File: src/rtl/tug_playfield.sv
// Tug-of-war playfield: conditions L/R/next buttons, moves one lit LED along
// a 9-LED bar, latches round winners and drives per-player score displays.
module tug_playfield #(
    parameter int WIN_SCORE = 7,
    parameter int CENTER    = 5
) (
    input  logic       clk,
    input  logic       reset,
    input  logic       L,
    input  logic       R,
    input  logic       next,
    output logic [9:1] led,
    output logic [2:0] score1,
    output logic [2:0] score2,
    output logic [6:0] hex1,
    output logic [6:0] hex2,
    output logic       game_over
);

    typedef enum logic [1:0] {
        PLAY    = 2'd0,
        WIN_ONE = 2'd1,
        WIN_TWO = 2'd2
    } state_t;

    localparam logic [3:0] POS_CENTER = 4'(CENTER);
    localparam logic [9:1] LED_CENTER = 9'(1) << (CENTER - 1);
    localparam logic [2:0] SCORE_MAX  = 3'(WIN_SCORE);

    // Button order in the conditioning vectors: {next, L, R}
    logic [2:0] btn;
    logic [2:0] s1_q;
    logic [2:0] s2_q;
    logic [2:0] h_q;
    logic [2:0] press;
    logic       press_r;
    logic       press_l;
    logic       press_n;

    state_t     state_q;
    logic [3:0] pos_q;
    logic [9:1] led_q;
    logic [2:0] score1_q;
    logic [2:0] score2_q;
    logic       game_over_q;
    logic [2:0] score1_d;
    logic [2:0] score2_d;

    assign btn     = {next, L, R};
    assign press   = s2_q & ~h_q;
    assign press_r = press[0];
    assign press_l = press[1];
    assign press_n = press[2];

    assign score1_d = score1_q + 3'd1;
    assign score2_d = score2_q + 3'd1;

    // Two-flop synchronizer plus history flop; preset to 1 so a button
    // held through reset must be released before it can press again
    always_ff @(posedge clk or posedge reset) begin
        if (reset) begin
            s1_q <= 3'b111;
            s2_q <= 3'b111;
            h_q  <= 3'b111;
        end else begin
            s1_q <= btn;
            s2_q <= s1_q;
            h_q  <= s2_q;
        end
    end

    // Round FSM: moves the light, detects push-off, keeps score
    always_ff @(posedge clk or posedge reset) begin
        if (reset) begin
            state_q     <= PLAY;
            pos_q       <= POS_CENTER;
            led_q       <= LED_CENTER;
            score1_q    <= 3'd0;
            score2_q    <= 3'd0;
            game_over_q <= 1'b0;
        end else begin
            unique case (state_q)
                PLAY: begin
                    if (press_r && !press_l) begin
                        if (pos_q == 4'd1) begin
                            state_q     <= WIN_ONE;
                            led_q       <= '0;
                            score1_q    <= score1_d;
                            game_over_q <= (score1_d == SCORE_MAX);
                        end else begin
                            pos_q <= pos_q - 4'd1;
                            led_q <= led_q >> 1;
                        end
                    end else if (press_l && !press_r) begin
                        if (pos_q == 4'd9) begin
                            state_q     <= WIN_TWO;
                            led_q       <= '0;
                            score2_q    <= score2_d;
                            game_over_q <= (score2_d == SCORE_MAX);
                        end else begin
                            pos_q <= pos_q + 4'd1;
                            led_q <= led_q << 1;
                        end
                    end
                end
                WIN_ONE, WIN_TWO: begin
                    if (press_n && !game_over_q) begin
                        state_q <= PLAY;
                        pos_q   <= POS_CENTER;
                        led_q   <= LED_CENTER;
                    end
                end
                default: begin
                    state_q <= PLAY;
                    pos_q   <= POS_CENTER;
                    led_q   <= LED_CENTER;
                end
            endcase
        end
    end

    // Active-low 7-segment pattern, bit order {g,f,e,d,c,b,a}
    function automatic logic [6:0] seg7(input logic [2:0] v);
        logic [6:0] s;
        s = 7'b1000000;
        unique case (v)
            3'd0: s = 7'b1000000;
            3'd1: s = 7'b1111001;
            3'd2: s = 7'b0100100;
            3'd3: s = 7'b0110000;
            3'd4: s = 7'b0011001;
            3'd5: s = 7'b0010010;
            3'd6: s = 7'b0000010;
            3'd7: s = 7'b1111000;
            default: s = 7'b1000000;
        endcase
        return s;
    endfunction

    // Score displays decoded straight from the score registers
    always_comb begin
        hex1 = seg7(score1_q);
        hex2 = seg7(score2_q);
    end

    assign led       = led_q;
    assign score1    = score1_q;
    assign score2    = score2_q;
    assign game_over = game_over_q;

endmodule

File: config.mk
export PLATFORM = sky130hd
export DESIGN_NAME = tug_playfield
export DESIGN_NICKNAME = d
export VERILOG_FILES = /design/src/rtl/tug_playfield.sv
export SDC_FILE = /design/constraint.sdc
export NUM_CORES = 1
export LEC_CHECK = 0
export BUFFER_PORTS_ARGS = -buffer_cell sky130_fd_sc_hd__clkbuf_2
export CAP_MARGIN = 20
export CORE_UTILIZATION = 40
export CTS_CLUSTER_DIAMETER = 40
export DETAILED_ROUTE_END_ITERATION = 7
export SKIP_LAST_GASP = 1
export SYNTH_ARGS = -nofsm -noshare
export SYNTH_HDL_FRONTEND = slang
export SYNTH_SLANG_ARGS = --single-unit
File: constraint.sdc
create_clock -name clk -period 2.2 [get_ports clk]
set_input_delay 0.22 -clock clk [delete_from_list [all_inputs] [get_ports clk]]
set_output_delay 0.22 -clock clk [all_outputs]
set_load 0.005 [all_outputs]
==> metrics.md, run 1 <==
| Metric | Value |
|---|---|
| Yosys reg bits | 31 |
| Tightest Pin Transition | 358.0 ps |
| Final TNS setup | 0 ps |
| Post-synth EDFFs | 0 |
| Initial cell density of the core | 43.24% |
| Clock latency on the worst-skew pair | 290 ps |
| Die Y | 68.93 um |
| WL final | 3559 um |
| Syn avg cell area | 10.18 um2 |
| VDD IR max | 0.5414 mV |
| TritonCTS Buffers | 5 |
| Worst EP required | 2400 ps |
| Slew headroom | 75.52% |
| Fraction of registers with async set/reset | 100.0% |
| Total GRT Usage | 18.00% |
| P&R area growth vs syn | 23.39% |
| Nets | 240 |
| Arr. time, crit path | 2230 ps |
| Violation count after the first detailed-route iteration | 41 |
| Sequential area share after synthesis | 44.13% |
| Tmin final | 2022 ps |
| Syn. warnings | 0 |
| DRC violations left | 0 |
| Vias | 1378 |
| Deepest clock path buffer count | 2 |
| IO Count | 35 |
| N_diodes | 0 |
| P_leak | 0.001069 uW |
| Row cnt | 23 |
| Final std cells w/o fill | 269 |
| Post-DRT Antenna Nets | 0 |
| Largest net degree at the start of global routing | 32 |
| Vias in the first global route | 1410 |
| P per Cell Area | 1143 nW/um2 |
| Layout cells sized above 1 | 30.59% |
| Port Buf Inserts | 34 |
| Pre-CTS WS | 109.8 ps |
| Final Skew | 5.421 ps |
| Design Area, Final | 2211 um2 |
| Final core utilization | 53.35% |
| Tcrit/Tclk final | 91.91% |
| Grt ovf | 0 |
| H-Tree Depth | 2 |
| Final setup vio count | 0 |
| Syn Inst Count | 176 |
| Initial antenna violation count | 0 |
| DIE AREA | 4751 um2 |
| Synth unique cells | 36 |
| CORE AREA | 4144 um2 |
| DR pass1 iterations | 4 |
| Global-route wire length before repair | 6175 um |
| Crit path kind | flop to flop |
| Vias per inst | 5.123 |
| Max-cap viol count | 0 |
| Outcome | finished clean |
| Min-delay worst type | flop to flop |
| Nature of the critical path endpoint | flop |
| Final hold violation count | 0 |
| Post-Place Cell Area | 2033 um2 |
| RSZ-0062 raised after global routing | false |
| DP Cell Count | 257 |
| CTS tree | yes |
| Main synth FF type | dfrtp_1 |
| Clock transition at the registers of the reported paths | 70 ps |
| Final HPWL from detailed placement | 2631 um |
| Routability congestion estimate | 0.7765 |
| Max-slew violation count | 0 |
| Crit path max fanout | 14 |
| WL/cell | 13.23 um |
| Worst Setup Slack, final | 177.9 ps |
| Synth Net Count | 198 |
| Max Freq | 0.4945 GHz |
| Startpoint Class | flop |
| Die X | 68.93 um |
| Clock root buffer | clkbuf_8 |
| Syn Std Cell Area | 1792 um2 |
| Clock sinks | 31 |
[worst max-delay path, cell delays in order, from the launching register on]
cell and delay (ps):
dfstp_2 530, nor2b_1 170, ha_1 280, a22o_2 370
or4b_1 490, o21ai_0 100
[cell families after synthesis]
kind of cell             after synthesis  share of synthesized area [%]
buffers and inverters                 25                          5.586
AND/OR/NAND/NOR                       48                          14.04
adder cells (fa/ha/maj)               17                          11.87
multiplexers                          15                          8.659
flip-flops                            31                          44.13
AO/OA/AOI/OAI                         32                          11.80
XOR/XNOR                               8                          3.911
[placed cells by master (no fill, tap or decap), types with 2 or more instances in the layout]
master,count
inv_1,15
o31ai_1,7
mux2i_1,11
xnor2_1,5
buf_4,7
o211ai_1,2
clkbuf_8,5
nor2_1,5
nor2b_1,5
a21oi_1,6
bufinv_16,2
and2_1,2
o21ai_0,8
nand3_1,4
mux2_2,4
nand2b_1,2
dfrtp_1,19
clkbuf_2,34
dfstp_2,12
xor2_1,3
and4_1,2
dlygate4sd3_1,4
ha_1,17
nand2_1,22
[metrics by stage]
| stage | total power (uW) | hold WS (ps) |
|---|---|---|
| after floorplan | 1506 | 224.5 |
| after CTS | 2552 | 357.6 |
| after global placement | 1800 | 295.5 |
| final | 2527 | 356.4 |
| after detailed placement | 1855 | 302.5 |
| after global routing | 2729 | 363.1 |
[registers in the layout (all words and copies together), names as in the netlist]
name and flops:
game_over 1, h_q 3, led 9, pos_q 4, s1_q 3, s2_q 3, score1 3, score2 3
state_q 2
[what timing repair did]
| action | in CTS | in global routing |
|---|---|---|
| hold buffers | 4 | 0 |
| endpoints found under the hold margin | 22 | 0 |
| endpoints found under the setup margin | 0 | 1 |
| buffers inserted | 0 | 0 |
| gates resized for setup | 0 | 1 |
[path summary, 6_finish.rpt]
path | start | endpoint | slack, ps | cells after the start
max | s2_q[0]$_DFF_PP1_ | pos_q[3]$_DFFE_PP0P_ | 180 | 5
max reg2reg | s2_q[0]$_DFF_PP1_ | pos_q[3]$_DFFE_PP0P_ | 180 | 5
min | s1_q[0]$_DFF_PP1_ | s2_q[0]$_DFF_PP1_ | 360 | 0
max in group asynchronous | reset | led[5]$_DFFE_PP1P_ | 1350 | 4
min in group asynchronous | reset | led[2]$_DFFE_PP0P_ | 530 | 4
min reg2reg | s1_q[0]$_DFF_PP1_ | s2_q[0]$_DFF_PP1_ | 360 | 0
[Yosys cell counts, types with 3 or more instances]
master,count,area share (%)
o31ai_1,7,2.9
inv_1,15,3.1
xor2_1,3,1.5
mux2_2,4,2.5
nor2_1,5,1.0
nand3_1,4,1.1
buf_2,4,1.1
ha_1,17,12
xnor2_1,5,2.4
mux2i_1,11,6.1
dfrtp_1,19,27
nor2b_1,5,1.7
dfstp_2,12,18
clkbuf_1,5,1.0
o21ai_0,8,2.2
nand2_1,22,4.6
a21oi_1,6,1.7
[layout make-up]
class / instances / area (um2)
fillers: 378 / 1933
multi-input cells: 120 / 902.1
clock buffers: 5 / 68.82
clock inverters: 3 / 67.56
flip-flops and latches: 31 / 790.8
repair buffers: 45 / 262.8
well taps: 50 / 62.56
inverters: 15 / 56.30
[power breakdown]
part	switching (uW)	internal, uW	total (uW)
logic	552	450	1000
registers	131	715	846
clock network	227	452	678
[per-layer routing]
metal / vias up / share of wire, % / track usage (%)
met5: - / 0 / 0
met4: 0 / 1.9 / 9.694
met3: 6 / 3.5 / 4.770
met2: 29 / 51 / 31.07
met1: 660 / 44 / 20.04
li1: 683 / - / -
No activity file was read; power rests on OpenSTA's default activity.
==> run 2, diff against run 1 <==
- ABC_AREA: unset -> 0
- CELL_PAD_IN_SITES_DETAIL_PLACEMENT: unset -> 0
- CELL_PAD_IN_SITES_GLOBAL_PLACEMENT: unset -> 1
- PLACE_DENSITY_LB_ADDON: unset -> 0.1
- clock period: 2.2 -> 2.55 ns (I/O delays scaled with it)
==> run 2 against run 1 <==
Compared with the run above: maximum frequency decreased by 7.0%; clock skew increased by 0.54 ps; largest power group unchanged; critical path type unchanged; clock power decreased by 38%; critical endpoint unchanged; first-iteration DRC count increased by 20%; core utilization decreased by 2.2 points; design area decreased by 4.2%; total power decreased by 20%; hold slack got worse by 340 ps; worst setup slack improved by 200 ps; global-route usage decreased by 0.47 points; cell count decreased by 2.2%; flip-flop and latch count unchanged.
==> metrics.md, run 2 (synthesized netlist as in run 1, its figures left out) <==
| Metric | Value |
|---|---|
| Outcome | finished clean (unchanged) |
| Gate power share | 42.5% (was 39.7%) |
| Final setup vio count | 0 (unchanged) |
| Die Y | 68.93 um (unchanged) |
| Nets | 234 (was 240) |
| Final core utilization | 51.12% (was 53.35%) |
| Final Skew | 5.957 ps (was 5.421 ps) |
| Arr. time, crit path | 2380 ps (was 2230 ps) |
| Net Sw Frac | 38.20% (was 36.00%) |
| Row cnt | 23 (unchanged) |
| Vias in the first global route | 1298 (was 1410) |
| Crit path launch | s2_q[0]$_DFF_PP1_ (unchanged) |
| TritonCTS Buffers | 5 (unchanged) |
| Initial cell density of the core | 43.24% (unchanged) |
| DIE AREA | 4751 um2 (unchanged) |
| Final TNS setup | 0 ps (unchanged) |
| Vias | 1337 (was 1378) |
| IO Count | 35 (unchanged) |
| Min-delay worst type | input pin to async pin (was flop to flop) |
| Most common cell after layout, fill and taps aside | clkbuf_2 (unchanged) |
| Largest net degree at the start of global routing | 32 (unchanged) |
| Routability congestion estimate | 0.7780 (was 0.7765) |
| Tmin final | 2175 ps (was 2022 ps) |
| DR pass1 iterations | 4 (unchanged) |
| Clock transition at the registers of the reported paths | 60 ps (was 70 ps) |
| Crit path kind | flop to flop (unchanged) |
| CP delay by family, top | simple AND/OR/NAND/NOR gates (unchanged) |
| P_sw | 767.5 uW (was 909.8 uW) |
| CTS tree | yes (unchanged) |
| Vias per inst | 5.084 (was 5.123) |
| Setup bufs post-CTS | 0 (unchanged) |
| Initial antenna violation count | 0 (unchanged) |
| Reg2Reg Launch Point | s2_q[0]$_DFF_PP1_ (unchanged) |
| RSZ-0062 raised after global routing | false (unchanged) |
| Nature of the critical path endpoint | flop (unchanged) |
| Hold Buf Count CTS | 0 (was 4) |
| Clock network power share | 21.0% (was 26.8%) |
| Internal power contribution | 1242 uW (was 1617 uW) |
| Grt ovf | 0 (unchanged) |
| Tcrit/Tclk final | 85.30% (was 91.91%) |
| Post-DRT Antenna Nets | 0 (unchanged) |
| Pre-CTS WS | 373.8 ps (was 109.8 ps) |
| Clock latency on the worst-skew pair | 280 ps (was 290 ps) |
| P_leak | 0.001029 uW (was 0.001069 uW) |
| Layout cells sized above 1 | 29.58% (was 30.59%) |
| WL final | 3635 um (was 3559 um) |
| Final hold violation count | 0 (unchanged) |
| Tightest Pin Transition | 551.3 ps (was 358.0 ps) |
| Die X | 68.93 um (unchanged) |
| DRC violations left | 0 (unchanged) |
| Clock root buffer | clkbuf_8 (unchanged) |
| CORE AREA | 4144 um2 (unchanged) |
| Part of the power in registers | 36.6% (was 33.5%) |
| Slew headroom | 63.24% (was 75.52%) |
| P per Cell Area | 948.5 nW/um2 (was 1143 nW/um2) |
| N_diodes | 0 (unchanged) |
| WL/cell | 13.82 um (was 13.23 um) |
| Startpoint Class | flop (unchanged) |
| Worst Setup Slack, final | 375.0 ps (was 177.9 ps) |
| Critical path cell sequence | nor2b_1, ha_1, a22o_1, or4b_1, o21ai_0 (was nor2b_1, ha_1, a22o_2, or4b_1, o21ai_0) |
| Port Buf Inserts | 34 (unchanged) |
| Most frequent cells in the layout | clkbuf_2 (34), nand2_1 (22), dfrtp_1 (19) (unchanged) |
| Max-cap viol count | 0 (unchanged) |
| Max-slew violation count | 0 (unchanged) |
| CP max stage cell | dfstp_2 (unchanged) |
| Final HPWL from detailed placement | 2707 um (was 2631 um) |
| Critical path's largest stage delay | 520 ps (was 530 ps) |
| Violation count after the first detailed-route iteration | 49 (was 41) |
| Total GRT Usage | 17.53% (was 18.00%) |
| Post-CTS sizing | 0 (unchanged) |
| H-Tree Depth | 2 (unchanged) |
| VDD IR max | 0.4748 mV (was 0.5414 mV) |
| P&R area growth vs syn | 18.23% (was 23.39%) |
| Global-route wire length before repair | 5913 um (was 6175 um) |
| CP bufs+invs | 0 (unchanged) |
| Crit path max fanout | 17 (was 14) |
| Max reg flops | 9 (unchanged) |
| Deepest clock path buffer count | 2 (unchanged) |
| Max Freq | 0.4598 GHz (was 0.4945 GHz) |
| Clock sinks | 31 (unchanged) |
| Worst EP required | 2760 ps (was 2400 ps) |
-- run 2: metal layers --
| layer | vias up | track usage, % | routed length, um |
|---|---|---|---|
| met5 | - | 0 | 0 |
| li1 | 671 | - | - |
| met4 | 0 | 6.633 | 40 |
| met2 | 33 | 30.34 | 1792 |
| met1 | 629 | 20.08 | 1641 |
| met3 | 4 | 5.428 | 161 |
-- run 2: worst register-to-register path, stage by stage (launching register included) --
cell and delay [ps]:
dfstp_2 520, nor2b_1 240, ha_1 300, a22o_1 430
or4b_1 520, o21ai_0 80
-- run 2: power by group through the flow --
stage                     registers [uW]  clock network, uW  logic, uW
final                                735                421        853
after global routing                 752                459        979
after CTS                            735                430        869
after detailed placement             743                  0        864
after global placement               734                  0        831
after floorplan                      706                  0        593
-- run 2: final timing paths --
path                                        end  slack [ps]  cells past startpoint
hold / removal               led[2]$_DFFE_PP0P_          20                      3
max in group asynchronous    led[5]$_DFFE_PP1P_        2210                      3
setup / recovery           pos_q[3]$_DFFE_PP0P_         370                      5
hold reg to reg               s2_q[0]$_DFF_PP1_         360                      0
min in group clk              s1_q[1]$_DFF_PP1_          50                      1
setup reg to reg           pos_q[3]$_DFFE_PP0P_         370                      5
-- run 2: layout make-up --
type / instances / area, um2
sequential: 31 / 790.8
tap: 50 / 62.56
timing repair buffer: 39 / 207.7
multi-input combinational: 120 / 900.9
fill: 410 / 2026
inverter: 15 / 56.30
clock buffer: 8 / 100.1
-- run 2: metrics by stage --
step                      instance area, um2  cells  hold slack [ps]  total power (uW)
after global routing                    2118    263            44.85              2191
after detailed placement                2018    255            339.5              1607
final                                   2118    263            17.86              2009
after floorplan                         1792    176            259.5              1299
after CTS                               2118    263            36.25              2034
after global placement                  2018    255            337.8              1565
